===== src/rtl/tinyalu_pkg.sv =====
// Shared types and limits for the TinyALU responder and its benches.
package tinyalu_pkg;

    typedef enum logic [2:0] {
        no_op  = 3'd0,
        add_op = 3'd1,
        and_op = 3'd2,
        xor_op = 3'd3,
        mul_op = 3'd4,
        rst_op = 3'd7
    } op_type;

    typedef enum logic [1:0] {
        ST_IDLE = 2'd0,
        ST_EXEC = 2'd1,
        ST_DONE = 2'd2,
        ST_HOLD = 2'd3
    } state_t;

    localparam int MUL_LATENCY_MIN = 2;
    localparam int MUL_LATENCY_MAX = 8;

    // True for opcodes that launch an operation; no_op, rst_op and the
    // unused encodings 5/6 do not.
    function automatic logic is_exec_op(input logic [2:0] code);
        logic hit;
        hit = 1'b0;
        case (code)
            3'(add_op), 3'(and_op), 3'(xor_op), 3'(mul_op): hit = 1'b1;
            default: hit = 1'b0;
        endcase
        return hit;
    endfunction

endpackage


===== src/rtl/tinyalu_mul_pipe.sv =====
// Registered 8x8 multiplier whose valid flag trails the product register
// through a (LATENCY-1)-deep shift register. clr drops any op in flight.
module tinyalu_mul_pipe
    import tinyalu_pkg::*;
#(
    parameter int LATENCY = 3
) (
    input  logic        clk,
    input  logic        reset,
    input  logic        clr,
    input  logic        in_valid,
    input  logic [7:0]  a,
    input  logic [7:0]  b,
    output logic        out_valid,
    output logic [15:0] product
);

    localparam int DEPTH = LATENCY - 1;

    logic [15:0]      prod_q, prod_d;
    logic [DEPTH-1:0] vld_q, vld_d;

    // Product capture and valid shift, both killed by clr.
    always_comb begin
        prod_d = prod_q;
        vld_d  = '0;
        if (in_valid && !clr) begin
            prod_d = 16'(a) * 16'(b);
        end
        vld_d[0] = in_valid && !clr;
        for (int i = 1; i < DEPTH; i++) begin
            vld_d[i] = vld_q[i-1] && !clr;
        end
    end

    // Pipeline registers.
    always_ff @(posedge clk or posedge reset) begin
        if (reset) begin
            prod_q <= '0;
            vld_q  <= '0;
        end else begin
            prod_q <= prod_d;
            vld_q  <= vld_d;
        end
    end

    assign out_valid = vld_q[DEPTH-1];
    assign product   = prod_q;

endmodule


===== src/rtl/tinyalu_responder.sv =====
// TinyALU start/done responder: one-cycle add/and/xor, multi-cycle mul.
//
// state | meaning
// IDLE  | waiting for start with an executable opcode
// EXEC  | operands captured, counting down to completion
// DONE  | done pulse cycle, result just registered
// HOLD  | initiator still holding start, wait for it to drop
module tinyalu_responder
    import tinyalu_pkg::*;
#(
    parameter int MUL_LATENCY = 3
) (
    input  logic        clk,
    input  logic        reset,
    input  logic [7:0]  A,
    input  logic [7:0]  B,
    input  logic [2:0]  op,
    input  logic        start,
    output logic        done,
    output logic [15:0] result,
    output logic        busy
);

    state_t      state_q, state_d;
    logic [3:0]  cnt_q, cnt_d;
    logic [7:0]  a_q, a_d, b_q, b_d;
    op_type      op_q, op_d;
    logic [15:0] result_q, result_d;
    logic        done_q, done_d;
    logic        busy_q, busy_d;

    logic        mul_start, mul_clr, mul_valid;
    logic [15:0] mul_product;
    logic [15:0] exec_result;

    tinyalu_mul_pipe #(.LATENCY(MUL_LATENCY)) u_mul_pipe (
        .clk       (clk),
        .reset     (reset),
        .clr       (mul_clr),
        .in_valid  (mul_start),
        .a         (a_q),
        .b         (b_q),
        .out_valid (mul_valid),
        .product   (mul_product)
    );

    // Result of the captured operation, zero-extended to 16 bits.
    always_comb begin
        exec_result = '0;
        case (op_q)
            add_op:  exec_result = 16'(a_q) + 16'(b_q);
            and_op:  exec_result = {8'h00, a_q & b_q};
            xor_op:  exec_result = {8'h00, a_q ^ b_q};
            mul_op:  exec_result = mul_product;
            default: exec_result = '0;
        endcase
    end

    // Next-state, capture and output logic. The mul pipe is launched on the
    // first EXEC cycle (counter still at its load value) so its valid output
    // lines up with the counter reaching zero.
    always_comb begin
        state_d   = state_q;
        cnt_d     = cnt_q;
        a_d       = a_q;
        b_d       = b_q;
        op_d      = op_q;
        result_d  = result_q;
        done_d    = 1'b0;
        mul_start = 1'b0;
        mul_clr   = 1'b0;
        case (state_q)
            ST_IDLE: begin
                if (start) begin
                    if (is_exec_op(op)) begin
                        a_d     = A;
                        b_d     = B;
                        op_d    = op_type'(op);
                        cnt_d   = (op == 3'(mul_op)) ? 4'(MUL_LATENCY - 1) : 4'd0;
                        state_d = ST_EXEC;
                    end else if (op == 3'(rst_op)) begin
                        result_d = '0;
                    end
                end
            end
            ST_EXEC: begin
                mul_start = (op_q == mul_op) && (cnt_q == 4'(MUL_LATENCY - 1));
                if (!start) begin
                    mul_clr = 1'b1;
                    state_d = ST_IDLE;
                end else begin
                    if (cnt_q != 4'd0) begin
                        cnt_d = cnt_q - 4'd1;
                    end
                    if ((op_q == mul_op) ? mul_valid : (cnt_q == 4'd0)) begin
                        result_d = exec_result;
                        done_d   = 1'b1;
                        state_d  = ST_DONE;
                    end
                end
            end
            ST_DONE: begin
                state_d = start ? ST_HOLD : ST_IDLE;
            end
            ST_HOLD: begin
                if (!start) begin
                    state_d = ST_IDLE;
                end
            end
            default: state_d = ST_IDLE;
        endcase
        busy_d = (state_d != ST_IDLE);
    end

    // State and datapath registers.
    always_ff @(posedge clk or posedge reset) begin
        if (reset) begin
            state_q  <= ST_IDLE;
            cnt_q    <= '0;
            a_q      <= '0;
            b_q      <= '0;
            op_q     <= no_op;
            result_q <= '0;
            done_q   <= 1'b0;
            busy_q   <= 1'b0;
        end else begin
            state_q  <= state_d;
            cnt_q    <= cnt_d;
            a_q      <= a_d;
            b_q      <= b_d;
            op_q     <= op_d;
            result_q <= result_d;
            done_q   <= done_d;
            busy_q   <= busy_d;
        end
    end

    assign done   = done_q;
    assign result = result_q;
    assign busy   = busy_q;

endmodule


===== config.mk =====
export PLATFORM = sky130hd
export DESIGN_NAME = tinyalu_responder
export DESIGN_NICKNAME = d
export VERILOG_FILES = /design/src/rtl/tinyalu_pkg.sv /design/src/rtl/tinyalu_mul_pipe.sv /design/src/rtl/tinyalu_responder.sv
export SDC_FILE = /design/constraint.sdc
export NUM_CORES = 1
export LEC_CHECK = 0
export ABC_CLOCK_PERIOD_IN_PS = 10200
export BUFFER_PORTS_ARGS = -buffer_cell sky130_fd_sc_hd__buf_2
export CAP_MARGIN = 25
export CORE_UTILIZATION = 60
export DETAILED_ROUTE_END_ITERATION = 12
export PLACE_DENSITY_LB_ADDON = 0.15
export SYNTH_ARGS = -nofsm -noshare
export SYNTH_HDL_FRONTEND = slang
export SYNTH_HIERARCHICAL = 1
export SYNTH_SLANG_ARGS = --single-unit

===== constraint.sdc =====
create_clock -name clk -period 10.2 [get_ports clk]
set_input_delay 0 -clock clk [delete_from_list [all_inputs] [get_ports clk]]
set_output_delay 0 -clock clk [all_outputs]
set_load 0.005 [all_outputs]

==> impl_summary.md, run 1 <==
Worst setup path
Walking the worst path, the cells encountered are and2_1 -> fa_1 -> inv_1 -> fa_1 -> inv_1 -> fa_1 -> inv_1 -> fa_1 -> inv_1 -> ha_1 -> o211ai_2 -> a21oi_2 -> o2111a_1 -> nor3_1 -> o31ai_2. Grouping stages by cell kind, the critical path spends the most delay in adder cells. The required time of the worst setup path is 10.46 ns.

The largest fanout of any net on the critical path is 10. The slowest stage of the critical path is the fa_1 cell. The endpoint class of the critical path is a flop. The largest single stage delay on the critical path is 0.54 ns. The worst setup path is launched from a flop. The buffers plus inverters on the worst setup path is 4.

The critical path is of the reg2reg type. The worst path arrival time is 4.58 ns.

Detailed routing
The violation count after the first detailed-routing iteration is 171. The final layout contains routed wiring with a total length of 10,800 µm. For this run, the detailed router's first-pass iteration total came to 4. The DRC violations left is 0. The count of vias placed by the detailed router is 3,892.

The detail-routed net length per standard cell is 15.5 µm. Dividing the detail-routed via count by the number of cells gives 5.56. The number of routed nets with antenna violations is 0.

CTS
The clock slew at the register clock pins of the worst setup and hold paths is 0.07 ns. The number of H-tree branching levels is 3. TritonCTS built the clock tree.

The total clock sinks is 61. The number of buffers added by the clock tree synthesis step is 9. The buffer levels on the longest clock path is 2. The clock tree root driver cell is clkbuf_8. At the later pin of the worst-skew pair, clock insertion delay measures 0.34 ns.

GRT
Across every metal layer, demand over resource in global routing totals 0.267. Entering global routing, the biggest net connects 44 pins. For this run, global-route usage on met3 was measured as 0.0499. The initial antenna violation count is 0. The first global-routing pass estimated 18,500 µm of wire. For met1 alone, demand over resource in global routing was 0.373.

The via count of the first global-routing pass is 3,858. The overflow left after global routing is 0. After global routing, the most crowded layer is met2.

The met2 global-route usage is 0.432.

STA
The shortest clock period the worst path allows after layout is 4.32 ns. On the final layout, the worst clock skew is 0.00964 ns. The headroom to the max-slew limit is 0.452. The final sum of negative setup slack is 0 ns. The number of pins exceeding their max-slew limit in the final report was 0.

Setup repair after global routing left no endpoint under its margin. The number of hold violations in the final report is 0. The post-route clock period utilization is 0.423. Setup violations remaining at the end of the flow were counted as 0. The maximum clock frequency is 232 MHz.

For the pin with the worst max-slew slack, the measured transition is 0.820 ns.

Logic synthesis
The most common flop cell mapped by yosys is dfrtp_1. The area share of the largest cell type after synthesis is 0.297. Ranked by total cell area, the synthesized netlist is headed by dfrtp_1 (30%), fa_1 (14%), ha_1 (11%). When the netlist entered floorplanning its net count stood at 634.

During synthesis, Yosys emitted a total of 6 warnings. The share of the Yosys chip area taken by registers is 0.297. The leading area contributor after synthesis is dfrtp_1. The most numerous cell in the Yosys netlist is nand2_1. The count of different cell masters after synthesis is 66. The netlist area before placement is 5150 µm². By count the netlist is led by nand2_1 (77), dfrtp_1 (61), inv_1 (60), and2_1 (48), ha_1 (46). The cell count after synthesis came out at 529.

The number of register bits inferred by synthesis is 61. Each instance of the synthesized netlist takes up on average 9.73 µm². After synthesis, the share of flip-flops with an asynchronous set or reset is 1.00. The number of enable flip-flop cells after synthesis is 0.

Run
The number of max-cap violations is 0.

Cells and area
Of the cells placed in the final design, the portion with a size suffix greater than 1 is 0.158. The count of inserted antenna diode cells is 0. The growth of design area from synthesis to finish is 12.9%. The net count of the finished layout is 696. The final instance area is 5810 µm².

Place
The number of port buffers is 39. The congestion estimate from routability-driven global placement came to 0.868. The placement-stage cell area is 5420 µm². The half-perimeter wire length after detailed placement is 8320 µm.

Floorplanning
Measured along the y axis, the die boundary spans 94.6 µm. The number of rows in the core area is 33. The floorplan step set the die width to 94.6 µm. The I/O pin total is 40. The effective utilization at floorplan is 0.623. The area enclosed by the die boundary is 8950 µm².

The placeable core region is 8260 µm².

Status
The flow ran to the end, and the final reports show no timing, DRC or antenna violations.

Worst hold path
The tightest min-delay check is of the in2async type.
==> timing repair <==
action                                 CTS  global route
hold buffers                            21             0
endpoints found under the hold margin   83             0
setup buffers                            0             0
resized for setup                        0             0
==> flip-flops by register name, indices dropped and copies added, names as in the netlist <==
register            count
state_q                 2
a_q                     8
b_q                     8
busy                    1
u_mul_pipe/product     16
done                    1
op_q                    3
u_mul_pipe/vld_q        2
result                 16
cnt_q                   4
==> final cells by class <==
cell class,instances,area (µm²)
well taps,105,131
clock inverters,5,52.6
repair buffers,62,420
multi-input cells,396,3320
clock buffers,10,128
fillers,641,2450
inverters,61,229
flip-flops and latches,61,1530
==> stage by stage <==
step	instances	util	setup slack, ns	hold slack, ns
after detailed placement	664	0.656	5.95	0.162
after global routing	700	0.703	5.66	0.400
final	700	0.703	5.88	0.331
after CTS	700	0.703	5.91	0.339
after floorplan	529	-	6.17	-0.0614
after global placement	664	0.656	6.03	0.149
==> routing by layer <==
metal,wire length (µm),vias to the layer above
met5,0,-
met4,137,0
met3,395,12
met2,5110,88
met1,5200,1895
li1,-,1897
==> path summary, 6_finish.rpt <==
check | endpoint | from | cells after the start | slack (ns)
min in group clk | a_q[5] | A[5] | 3 | 0.42
hold reg to reg | u_mul_pipe/vld_q[1] | u_mul_pipe/vld_q[0] | 1 | 0.47
hold / removal | u_mul_pipe/product[12] | reset | 3 | 0.33
setup reg to reg | u_mul_pipe/product[13] | b_q[4] | 15 | 5.88
max in group asynchronous | u_mul_pipe/product[1] | reset | 3 | 9.40
setup / recovery | u_mul_pipe/product[13] | b_q[4] | 15 | 5.88
==> cells by family after synthesis <==
family                     after synthesis  share of synthesized area
and+or+nand+nor                        174                      0.176
AOI/OAI and AO/OA                       98                      0.133
adders and majority gates               83                      0.256
buffers and inverters                   72                     0.0581
DFF                                     61                      0.297
muxes                                   25                     0.0537
xor gates and xnor gates                16                     0.0272
==> layout by cell type, fill, tap and decap left out, types with 3 or more instances in the layout <==
cell,count
clkbuf_8,9
nor2b_1,8
nor2_1,16
a31oi_1,6
and2_1,48
buf_2,39
o21ai_1,3
a221oi_1,5
nand2_1,77
a21oi_1,19
xor2_1,9
xnor2_1,7
nand2b_1,5
nor3b_1,3
dfrtp_1,61
mux2i_1,4
mux2_2,20
inv_1,60
clkinv_2,3
dlygate4sd3_1,21
ha_1,46
fa_1,37
o21ai_2,3
a21o_1,6
o21ai_0,27
==> worst reg2reg max path: stages, from the launching register on <==
cell,delay (ns)
dfrtp_1,0.49
and2_1,0.23
fa_1,0.54
inv_1,0.05
fa_1,0.47
inv_1,0.06
fa_1,0.53
inv_1,0.06
fa_1,0.53
inv_1,0.04
ha_1,0.35
o211ai_2,0.12
a21oi_2,0.23
o2111a_1,0.26
nor3_1,0.06
o31ai_2,0.21
Power of run 1 is not shown: default switching activity piles up to over one toggle a cycle in this logic, so the estimate is an artifact.
==> run 2, diff against run 1 <==
--- a/config.mk
+++ b/config.mk
@@ -5,7 +5,8 @@
 export SDC_FILE = /design/constraint.sdc
 export NUM_CORES = 1
 export LEC_CHECK = 0
-export ABC_CLOCK_PERIOD_IN_PS = 10200
+export ABC_AREA = 1
+export ABC_CLOCK_PERIOD_IN_PS = 4250
 export BUFFER_PORTS_ARGS = -buffer_cell sky130_fd_sc_hd__buf_2
 export CAP_MARGIN = 25
 export CORE_UTILIZATION = 60
==> constraint.sdc (replaced) <==
create_clock -name clk -period 4.25 [get_ports clk]
set_input_delay 0 -clock clk [delete_from_list [all_inputs] [get_ports clk]]
set_output_delay 0 -clock clk [all_outputs]
set_load 0.005 [all_outputs]
==> run 2 against run 1 <==
Compared with the run above:
- the flow now finishes with violations (design-rule violations)
- setup slack lost 5.6 ns
- wire length grew 22%
- flip-flop and latch count is the same
- area after synthesis grew 6.6%
==> impl_summary.md, run 2 <==
Logic synthesis
nand2_1 is the most common cell in the netlist. The number of enable flip-flop cells after synthesis came to 0 (unchanged). The number of register bits inferred by synthesis is 61 (unchanged). The area share of the largest cell type after synthesis is 0.278 (-0.0185). Summed over all instances, the cell type with the most area after synthesis is dfrtp_1. The most common flop cell mapped by yosys is dfrtp_1.

The mean cell area of the mapped netlist is 7.21 µm² (-26%). The count of different cell masters after synthesis is 38 (-42%). The netlist area before placement was 5490 µm² (+6.6%). The synthesized netlist cell count is 761 (+44%). Ranked by instance count, the synthesized netlist is headed by nand2_1 (254), inv_1 (168), dfrtp_1 (61), ha_1 (46), nand3_1 (41).

The part of the Yosys area used for sequential elements is 0.278 (-0.0185). The post-synth net total is 866 (+37%). In the post-synthesis netlist, the biggest area contributors are dfrtp_1 (28%), nand2_1 (17%), fa_1 (13%). The proportion of register bits with asynchronous set or reset after synthesis is 1.00 (unchanged). The number of warnings issued by yosys is 6 (unchanged).

Place
The number of port buffers is 39 (unchanged). The half-perimeter wire length after detailed placement is 9740 µm (+17%). The final weighted congestion in routability-driven placement is 0.860 (-0.96%).

CTS
The clock tree root driver cell is clkbuf_8. The number of H-tree branching levels came to 3 (unchanged). The number of buffers added by the clock tree synthesis step is 9 (unchanged).

The total clock sinks is 61 (unchanged). The insertion delay of the later-clocked pin in the worst-skew pair is 0.34 ns (about the same). The buffer levels on the longest clock path was 2 (unchanged). The clock slew at the register clock pins of the worst setup and hold paths is 0.08 ns (about the same). TritonCTS built the clock tree.

STA
The post-route clock period utilization came to 0.942 (+0.519). Setup repair after global routing left no endpoint under its margin. The shortest clock period the worst path allows after layout is 4.00 ns (-0.312 ns). The transition at the pin with the smallest max-transition slack was 0.713 ns (-0.106 ns). The number of pins exceeding their max-slew limit in the final report is 0 (unchanged). The number of hold violations in the final report is 0 (unchanged).

The headroom to the max-slew limit came to 0.524 (+0.0715). The final sum of negative setup slack is 0 ns (unchanged). The maximum clock skew at final layout is 0.00962 ns (-0.0000184 ns). The maximum clock frequency is 250 MHz (+7.8%). The final setup violation count was 0 (unchanged).

GRT
The pin count of the biggest net entering global routing is 44 (unchanged). The initial antenna violation count is 0 (unchanged). The via count of the first global-routing pass is 4,930 (+28%). The overflow left after global routing is 0 (unchanged). The all-layer global routing usage was 0.301 (+0.0336). The first-pass GRT wire length is 22,700 µm (+23%).

Status
The final reports fail on design-rule violations. The run finished, with violations left.

Worst setup path
The largest fanout of any net on the critical path is 6 (-4). The setup slack of the worst register-to-register path is 0.25 ns (-5.64 ns). The critical path launch point type is a flop. The critical path is of the reg2reg type. The required time of the worst setup path was 4.48 ns (-5.98 ns).

The worst path arrival time is 4.23 ns (-0.35 ns). The worst setup path is captured at a flop.

Detailed routing
The detail-routed via count per cell is 5.21 (-6.4%). The DRC violations left was 4 (+4). The count of vias placed by the detailed router was 4,894 (+26%). The number of routed nets with antenna violations is 0 (unchanged).

The routed wire length is 13,200 µm (+22%). The number of iterations in the first detailed-routing pass is 9 (+5). The violation count after the first detailed-routing iteration is 339 (+98%). The detail-routed net length per standard cell came to 14.1 µm (-9.2%).

Floorplanning
The number of rows in the core area came to 34 (+3.0%). The floorplan die width is 97.6 µm (+3.2%). The effective utilization at floorplan was 0.623 (about the same). The I/O pin total is 40 (unchanged). The chip height came to 97.6 µm (+3.2%).

The placeable core region is 8810 µm² (+6.6%). The area enclosed by the die boundary came to 9530 µm² (+6.5%).

Worst hold path
The path class of the tightest hold or removal check is in2async.

Cells and area
The count of inserted antenna diode cells is 0 (unchanged). The area of combinational cells with multiple inputs is 3200 µm² (-3.7%). The final net count is 932 (+34%). The leading cell type in the layout, fill and taps excluded is nand2_1.

Relative to the synthesized area, the layout overhead comes to 14.6%. Leaving out fill and tap cells, the most frequent cells in the layout are nand2_1 (254), inv_1 (168), dfrtp_1 (52). The fraction of final layout cells sized beyond drive strength 1 came to 0.130 (-0.0282). The final standard cell utilization of the core is 0.714 (+0.0111). The combined flip-flop and latch cell area is 1540 µm² (+0.74%). The number of filler instances in the final layout is 747 (+17%).

Run
The number of max-cap violations was 0 (unchanged).
==> run 2: changes by cell type in the layout (fill, tap and decap cells not counted), sizes merged, moves of 6 or more <==
cell | previous run | this run
nor2b | 8 | 0
and2 | 49 | 1
a31oi | 6 | 0
buf | 41 | 59
mux2 | 21 | 0
xor2 | 9 | 1
a21o | 6 | 0
nor2 | 16 | 36
nand4 | 1 | 9
inv | 60 | 172
nand2b | 6 | 0
nand3 | 2 | 43
nand2 | 77 | 258
==> run 2: per-layer routing <==
metal | wire, µm | global-route usage
met1 | 5550 | 0.378
met2 | 6430 | 0.517
met3 | 897 | 0.0504
met4 | 333 | 0.119
met5 | 0 | 0
==> run 2: path summary, 6_finish.rpt <==
| check | endpoint | from | depth (start not counted) |
|---|---|---|---|
| max | u_mul_pipe/product[9] | b_q[3] | 17 |
| min | u_mul_pipe/product[13] | reset | 3 |
| max reg2reg | u_mul_pipe/product[9] | b_q[3] | 17 |
| min reg2reg | u_mul_pipe/vld_q[1] | u_mul_pipe/vld_q[0] | 2 |
| max in group asynchronous | u_mul_pipe/product[4] | reset | 3 |
| min in group clk | a_q[7] | A[7] | 4 |
==> run 2: kinds of logic (layout without fill, tap and decap cells) <==
| group | after synthesis | after routing | synth area share |
|---|---|---|---|
| simple gates | 355 | 355 | 0.270 |
| buf+inv | 197 | 268 | 0.142 |
| fa+ha+maj | 83 | 83 | 0.240 |
| compound gates | 61 | 61 | 0.0643 |
| flops | 61 | 61 | 0.278 |
| xor+xnor | 4 | 4 | 0.00639 |
==> run 2: metrics by stage <==
stage               area, µm²  worst slack (ns)  std cells  hold WS (ns)
floorplan                5490             0.337        761       -0.0614
global placement         5750             0.220        891         0.147
detailed placement       5750             0.151        891         0.162
CTS                      6180             0.148        928         0.337
global route             6290            0.0283        940         0.413
finish                   6290             0.246        940         0.327
==> run 2: timing repair <==
item	in CTS	in global routing
hold buffers	21	0
setup endpoints to repair	0	8
endpoints found under the hold margin	84	0
buffers inserted	0	12
gates resized for setup	0	10
==> run 2: critical path, stage by stage, from the launching register on <==
cell	delay (ns)
dfrtp_2	0.45
buf_2	0.23
nand2_1	0.10
fa_1	0.51
inv_1	0.05
ha_1	0.27
inv_1	0.05
fa_1	0.51
fa_1	0.55
inv_1	0.04
ha_1	0.36
nand2_1	0.14
nand3_2	0.14
nand2_1	0.11
nand2_1	0.06
or2_1	0.20
nand3_1	0.08
nand2_1	0.06
==> run 2: final cells by class <==
class	instances	share of cell area
Clock buffer	9	0.0197
Inverter	171	0.102
Timing Repair Buffer	81	0.0887
Sequential cell	61	0.244
Multi-Input combinational cell	503	0.508
Tap cell	108	0.0215
Clock inverter	7	0.0155
Power of run 2 is left out for the same reason.
